## src/rtl/saes64_encrypt.sv

```systemverilog
// Iterative 64-bit simplified-AES encryption core.
// Two AES-style rounds over a 4x4 nibble state. One round is applied per
// clock, and a single round datapath is shared by both rounds. A block is
// accepted when start is seen in IDLE. The ciphertext is ready two edges
// later and is marked by a one-cycle valid pulse.
module saes64_encrypt (
  input  logic        clk,
  input  logic        rst,
  input  logic        start,
  input  logic [63:0] plaintext,
  input  logic [63:0] secretKey,
  output logic [63:0] ciphertext,
  output logic        valid,
  output logic        busy
);

  typedef enum logic [1:0] {
    IDLE = 2'd0,
    R1   = 2'd1,
    R2   = 2'd2
  } fsm_t;

  fsm_t        fsm_q, fsm_d;
  logic        accept;
  logic        finish;
  logic [63:0] state_q;
  logic [63:0] key_q;
  logic [63:0] key_rot4;
  logic [63:0] key_rot8;
  logic [63:0] round_key;
  logic [63:0] round_out;

  // Nibble substitution table.
  function automatic logic [3:0] sbox(input logic [3:0] x);
    logic [3:0] y;
    unique case (x)
      4'h0: y = 4'h0;  4'h1: y = 4'h3;  4'h2: y = 4'h8;  4'h3: y = 4'h5;
      4'h4: y = 4'hC;  4'h5: y = 4'hA;  4'h6: y = 4'h1;  4'h7: y = 4'h6;
      4'h8: y = 4'hE;  4'h9: y = 4'h2;  4'hA: y = 4'h9;  4'hB: y = 4'h4;
      4'hC: y = 4'hB;  4'hD: y = 4'h7;  4'hE: y = 4'hD;  default: y = 4'hF;
    endcase
    return y;
  endfunction

  // Multiply by x in GF(2^4) mod x^4+x+1 (x^4 folds back to x+1).
  function automatic logic [3:0] xtime(input logic [3:0] x);
    return {x[2:0], 1'b0} ^ (x[3] ? 4'h3 : 4'h0);
  endfunction

  // One round without the key add: SubNibbles, then ShiftRows, then MixColumns.
  // Nibble i sits at bits [63-4i -: 4], column c = i/4, row r = i%4.
  function automatic logic [63:0] round_fn(input logic [63:0] s);
    logic [3:0]  sb [16];
    logic [3:0]  sr [16];
    logic [3:0]  a0, a1, a2, a3;
    logic [63:0] o;
    o = '0;
    for (int i = 0; i < 16; i++) begin
      sb[i] = sbox(s[63-4*i -: 4]);
    end
    // Row r rotates left by r columns.
    for (int c = 0; c < 4; c++) begin
      for (int r = 0; r < 4; r++) begin
        sr[4*c+r] = sb[4*((c+r)%4)+r];
      end
    end
    // out_r = 2*s_r ^ 3*s_(r+1) ^ s_(r+2) ^ s_(r+3)
    for (int c = 0; c < 4; c++) begin
      for (int r = 0; r < 4; r++) begin
        a0 = sr[4*c+r];
        a1 = sr[4*c+(r+1)%4];
        a2 = sr[4*c+(r+2)%4];
        a3 = sr[4*c+(r+3)%4];
        o[63-4*(4*c+r) -: 4] = xtime(a0) ^ xtime(a1) ^ a1 ^ a2 ^ a3;
      end
    end
    return o;
  endfunction

  assign key_rot4  = {key_q[59:0], key_q[63:60]};
  assign key_rot8  = {key_q[55:0], key_q[63:56]};
  assign round_key = (fsm_q == R1) ? key_q : key_rot4;
  assign round_out = round_fn(state_q ^ round_key);

  // FSM state register.
  // NOTE: clocked state uses non-blocking assignments so every register
  // samples pre-edge values regardless of block ordering.
  always_ff @(posedge clk or posedge rst) begin
    if (rst) fsm_q <= IDLE;
    else     fsm_q <= fsm_d;
  end

  // Next-state and control decode; start is only honoured in IDLE.
  // NOTE: every output gets a default first so no path leaves one unassigned,
  // which would infer a latch.
  always_comb begin
    fsm_d  = fsm_q;
    accept = 1'b0;
    finish = 1'b0;
    unique case (fsm_q)
      IDLE: begin
        if (start) begin
          accept = 1'b1;
          fsm_d  = R1;
        end
      end
      R1: fsm_d = R2;
      R2: begin
        finish = 1'b1;
        fsm_d  = IDLE;
      end
      default: fsm_d = IDLE;
    endcase
  end

  // Datapath: capture inputs, apply the rounds, publish the result.
  // NOTE: the round state and key registers are reset as well, so an aborted
  // block leaves no key material behind.
  always_ff @(posedge clk or posedge rst) begin
    if (rst) begin
      state_q    <= '0;
      key_q      <= '0;
      ciphertext <= '0;
      valid      <= 1'b0;
      busy       <= 1'b0;
    end else begin
      valid <= finish;
      if (accept) begin
        state_q <= plaintext;
        key_q   <= secretKey;
        busy    <= 1'b1;
      end
      if (fsm_q == R1) begin
        state_q <= round_out;
      end
      if (finish) begin
        ciphertext <= round_out ^ key_rot8;
        busy       <= 1'b0;
      end
    end
  end

endmodule

```

## config.mk

```make
export PLATFORM = sky130hd
export DESIGN_NAME = saes64_encrypt
export DESIGN_NICKNAME = d
export VERILOG_FILES = /design/src/rtl/saes64_encrypt.sv
export SDC_FILE = /design/constraint.sdc
export NUM_CORES = 1
export LEC_CHECK = 0
export CAP_MARGIN = 10
export CORE_MARGIN = 5
export CORE_UTILIZATION = 55
export CTS_BUF_LIST = sky130_fd_sc_hd__clkbuf_8 sky130_fd_sc_hd__clkbuf_16
export DETAILED_ROUTE_END_ITERATION = 10
export PLACE_DENSITY = 0.84
export RECOVER_POWER = 50
export REMOVE_ABC_BUFFERS = 1
export SETUP_SLACK_MARGIN = 0.4
export SYNTH_ARGS = -nofsm -noshare
export SYNTH_HDL_FRONTEND = slang
export SYNTH_SLANG_ARGS = --single-unit
```

## constraint.sdc

```tcl
create_clock -name clk -period 7.7 [get_ports clk]
set_clock_uncertainty 0.15 [all_clocks]
set_input_delay 1.54 -clock clk [delete_from_list [all_inputs] [get_ports clk]]
set_output_delay 1.54 -clock clk [all_outputs]
set_load 0.1 [all_outputs]
```

==> impl_metrics.yaml, run 1 <==
outcome:
  status: "finished with violations"
  violations: "capacitance limit, slew limit"
setup_path:
  path_max_fanout: 70
  rr_worst_depth: 4
  cp-startpoint: "start"
  end_kind: "flip-flop"
  timing.rr.start: "fsm_q[1]"
  crit_path_end: "state_q[42]"
  cp_data_arrival_time_ns: 6.10
  cp-start-kind: "input pin"
  r2r-end: "state_q[42]"
  r2r_slack_ns: 2.99
  crit_type: "in -> reg"
  cp_data_required_time_ns: 7.89
finish:
  final_nets: 1701
  utilization_pct: 65.87
  multi_input_area_um2: 9594
  diodes: 0
  fillers: 2096
  final_layout_size_suffix_gt1_share_pct: 14.76
  seqCellArea_um2: 4905
  syn_to_final_growth_pct: 18.29
synth:
  ys_warn_count: 0
  yosys_register_bits: 196
  synth_edf_count: 0
  synthTopCellsByArea: "dfrtp_1 (33%), xnor2_1 (7.2%), xnor3_1 (6.9%)"
  synthTopCellsByCount: "dfrtp_1 (196), xnor2_1 (123), o21ai_0 (120), xor2_1 (94)"
  synth_ff_type: "dfrtp_1"
  syn_area_um2: 14970
  yosysTopAreaCell: "dfrtp_1"
  syn_area_per_cell_um2: 11.01
  synth_most_common_cell: "dfrtp_1"
  async_reset_ff_share_pct: 100.0
  synth-seq-area-share_pct: 32.77
  yosysUniqueCellTypes: 73
  netlist_instances: 1359
  synth_top_area_share_pct: 32.77
clocking:
  ctsResizeCount: 0
  cts_hold_buffers: 0
  clock_path_buffers: 2
  cts_root_buf: "clkbuf_16"
  htreeDepth: 4
  numCtsBuffers: 17
  clk_latency_ns: 0.46
  cts_tree: "yes"
  clock_sinks: 196
  cts_setup_buffers: 0
  clkTransAtPathRegs_ns: 0.08
sta:
  period_share_pct: 76.75
  fmax_ghz: 0.1692
  finalHoldViolations: 0
  worst_slack_ns: 1.790
  finalSetupViolCount: 0
  rsz0062_at_grt: "no"
  slew_headroom_pct: -144.0
  final.min_clock_period_ns: 5.910
  worst_slew_pin_slew_ns: 3.660
  drv_slew: 134
job:
  cap_violations: 3
die:
  row_count: 60
  num_io_pins: 197
  core_area_um2: 26880
  dieWidth_um: 175.0
  die_area_um2: 30610
  die_h_um: 175.0
  start_util_pct: 55.68
placement:
  portBuffers: 196
  hpwl_um: 30170
  dp_slack_ns: 3.029
  gp_congestion: 0.9105
hold_path:
  holdCritPathClass: "reg -> reg"
grt:
  grt_max_degree: 129
  grt_pass1_wl_um: 64580
  track_usage_pct: 26.68
  overflow: 0
  first_global_vias: 11520
  antenna_found_initial: 0
route:
  wl_um: 40790
  viasPerCell: 6.039
  drt-pass1-iter-count: 5
  wl_per_cell_um: 21.71
  dr_total_vias: 11347
  drc: 0
  drt-initial-drc-count: 1067
  ant_nets: 0
==> layout by cell type (no fill, tap or decap), types with 5 or more instances in the layout <==
master           instances
ha_1                    45
nor2b_1                  8
a22oi_1                 64
buf_4                    5
xnor2_1                123
a21oi_1                 14
dfrtp_1                196
a211oi_2                 5
xnor2_2                 36
inv_1                   36
mux2_2                  77
nand2b_1                17
nor4_1                   5
clkbuf_16               17
nor2_1                  39
a221o_1                 16
a211oi_1                11
and2_1                   8
clkdlybuf4s50_1        194
a221oi_1                13
or2_2                    7
xor3_1                   5
mux2i_4                  8
nand2_1                 77
o211ai_1                12
a31o_2                   6
a31oi_1                 10
xnor3_1                 46
inv_6                    5
mux2i_1                 60
nand3_1                  9
o21ai_1                 24
inv_2                    7
nor3_1                  27
o21ai_0                120
inv_8                    6
xor2_2                  15
xor2_1                  94
==> kinds of logic after synthesis <==
logic type	count (synthesis)	share of synthesized area, %
XOR/XNOR	321	26.33
AND/OR/NAND/NOR	212	6.797
buffers and inverters	101	3.185
flip-flops	196	32.77
multiplexers	149	11.38
AO/OA/AOI/OAI	335	15.78
adder cells (fa/ha/maj)	45	3.762
==> critical path, cell delays in order <==
cell           delay [ns]
dlygate4sd3_1        0.52
nor3b_1              0.57
clkbuf_1             2.61
a22oi_1              0.56
o21ai_0              0.29
==> how the worst min path moves through the flow <==
stage / from / endpoint / slack, ns / cells after the start
global route: ciphertext[35] / ciphertext[35] / 0.36 / 2
global placement: busy / busy / 0.31 / 1
finish: busy / busy / 0.33 / 1
CTS: ciphertext[36] / ciphertext[36] / 0.34 / 2
floorplan: state_q[23] / state_q[23] / 0.34 / 2
detailed placement: busy / busy / 0.32 / 1
==> area by class of cell <==
cell class	instances	share of cell area, %
Clock buffer	17	2.403
Inverter	44	1.004
Sequential cell	196	27.71
Multi-Input combinational cell	1062	54.19
Timing Repair Buffer	204	11.36
Clock inverter	15	0.9259
Tap cell	341	2.410
==> per-layer routing <==
metal,GRT usage [%],share of wire (%),up-vias
li1,-,-,5190
met1,36.42,43,5610
met2,43.74,48,466
met3,4.846,6.8,81
met4,7.987,2.8,0
met5,0,0,-
==> metrics by stage <==
step	instance area [µm²]	cells	hold WS [ns]	setup TNS, ns
floorplan	14660	1302	0.3427	-747.23
global placement	17140	1847	0.3080	0
detailed placement	17140	1847	0.3192	0
CTS	17730	1879	0.3386	0
global route	17700	1879	0.3587	0
finish	17700	1879	0.3334	0
==> state kept, by name (all words and copies together), names as in the netlist <==
name,count
ciphertext,64
state_q,64
valid,1
key_q,64
busy,1
fsm_q,2
Power of run 1 is left out: the tool's default activity adds up to more than one toggle a clock period on the data nets, which glitch-free logic cannot reach.
==> run 2, diff against run 1 <==
--- a/config.mk
+++ b/config.mk
@@ -7,10 +7,10 @@
 export LEC_CHECK = 0
 export CAP_MARGIN = 10
 export CORE_MARGIN = 5
-export CORE_UTILIZATION = 55
+export CORE_UTILIZATION = 51
 export CTS_BUF_LIST = sky130_fd_sc_hd__clkbuf_8 sky130_fd_sc_hd__clkbuf_16
 export DETAILED_ROUTE_END_ITERATION = 10
-export PLACE_DENSITY = 0.84
+export PLACE_DENSITY = 0.82
 export RECOVER_POWER = 50
 export REMOVE_ABC_BUFFERS = 1
 export SETUP_SLACK_MARGIN = 0.4
==> constraint.sdc (replaced) <==
create_clock -name clk -period 4.9 [get_ports clk]
set_clock_uncertainty 0.15 [all_clocks]
set_input_delay 0.98 -clock clk [delete_from_list [all_inputs] [get_ports clk]]
set_output_delay 0.98 -clock clk [all_outputs]
set_load 0.1 [all_outputs]
==> impl_metrics.yaml, run 2 (same netlist as run 1, synthesis figures left out) <==
job:
  cap_violations: 2
placement:
  hpwl_um: 30680
  portBuffers: 196
  dp.cells: 1894
  gp_congestion: 0.9595
setup_path:
  cp_data_required_time_ns: 5.02
  rr_worst_depth: 13
  crit_type: "reg -> reg"
  cp_data_arrival_time_ns: 4.34
  end_kind: "flip-flop"
  cp-start-kind: "flip-flop"
  path_max_fanout: 32
route:
  viasPerCell: 5.935
  drt-pass1-iter-count: 5
  wl_per_cell_um: 21.75
  dr_total_vias: 11431
  ant_nets: 0
  drt-initial-drc-count: 970
  drc: 0
  wl_um: 41890
die:
  core_area_um2: 28860
  num_io_pins: 197
  start_util_pct: 51.86
  die_h_um: 181.3
  die_area_um2: 32870
  dieWidth_um: 181.3
  row_count: 62
grt:
  overflow: 0
  track_usage_pct: 25.12
  grt-busiest-layer: "met2"
  antenna_found_initial: 0
  grt_use_met1_pct: 34.65
  grt_pass1_wl_um: 65550
  first_global_vias: 11381
  grt_use_met3_pct: 3.559
  grt_max_degree: 131
  met2_usage_pct: 41.92
clocking:
  cts_tree: "yes"
  htreeDepth: 4
  numCtsBuffers: 17
  cts_hold_buffers: 0
  clock_path_buffers: 2
  cts_setup_buffers: 0
  clkTransAtPathRegs_ns: 0.08
  clk_latency_ns: 0.45
  cts_root_buf: "clkbuf_16"
  clock_sinks: 196
sta:
  slew_headroom_pct: -75.91
  finalHoldViolations: 0
  rsz0062_at_grt: "no"
  fmax_ghz: 0.2368
  drv_slew: 158
  final.min_clock_period_ns: 4.224
  finalSetupViolCount: 0
  period_share_pct: 86.20
  worst_slew_pin_slew_ns: 2.639
finish:
  reg_top3: "ciphertext: 64 flops, key_q: 64 flops, state_q: 64 flops"
  syn_to_final_growth_pct: 19.27
  final_nets: 1705
  final_cell_mix: "dfrtp_1 (196), clkdlybuf4s50_1 (194), o21ai_0 (120)"
  final_layout_size_suffix_gt1_share_pct: 15.50
  diodes: 0
  final_cells: 1926
  fillers: 2308
  layout_commonest_cell: "dfrtp_1"
hold_path:
  holdCritPathClass: "reg -> reg"
  holdPathStages: 1
outcome:
  violations: "capacitance limit, slew limit"
  status: "finished with violations"
## run 2: cell types whose count changed in the layout (fill, tap and decap cells not counted), sizes merged
cell / delta
bufinv: -1
clkinv: +1
buf: +5
clkbuf: -1
clkinvlp: +3
inv: -3
## run 2: area by class of cell
class | count | area [µm²] | share of cell area, %
multi-input cells | 1062 | 9624 | 53.92
clock buffers | 17 | 425.4 | 2.383
clock inverters | 15 | 143.9 | 0.8061
inverters | 44 | 173.9 | 0.9743
repair buffers | 208 | 2097 | 11.75
well taps | 384 | 480.5 | 2.692
flip-flops and latches | 196 | 4905 | 27.48
## run 2: metal layers
layer / share of wire (%) / routed length (µm) / up-vias
met4: 1.9 / 784 / 0
met3: 6.2 / 2611 / 56
met5: 0 / 0 / -
met2: 49 / 20380 / 451
met1: 43 / 18110 / 5724
li1: - / - / 5200
## run 2: per-stage QoR
step           hold WS [ns]  cell area [µm²]  setup TNS [ns]  worst slack, ns  util, %
3_3_place_gp         0.3118            17270               0           0.7788    59.85
5_1_grt              0.3553            17850               0           0.4318    61.85
4_1_cts              0.3345            17840               0           0.5492    61.82
3_5_place_dp         0.3177            17270               0           0.6440    59.85
6_report             0.3305            17850               0           0.6763    61.85
2_1_floorplan        0.3427            14660        -1349.94           -10.61        -
## run 2: critical path: stages (launching register included)
cell and delay [ns]:
dfrtp_1 0.40, nand2b_2 0.24, inv_6 0.36, buf_4 0.30, mux2i_4 0.27, xor2_2 0.32, inv_2 0.13, ha_1 0.21
nor3_1 0.23, a211oi_2 0.11, xnor2_1 0.54, xnor3_1 0.49, xor2_1 0.16, o21ai_1 0.07
## run 2: worst paths after layout
path	slack, ns	startpoint	to
setup / recovery	0.68	fsm_q[1]	ciphertext[26]
hold reg to reg	0.33	busy	busy
max in group asynchronous	1.12	rst	ciphertext[27]
hold / removal	0.33	busy	busy
setup reg to reg	0.68	fsm_q[1]	ciphertext[26]
min in group asynchronous	1.66	rst	busy
## run 2: what timing repair did
action / CTS / global route
gates resized for setup: 0 / 4
endpoints found under the hold margin: 0 / 0
endpoints found under the setup margin: 0 / 6
Power of run 2 is left out for the same reason.
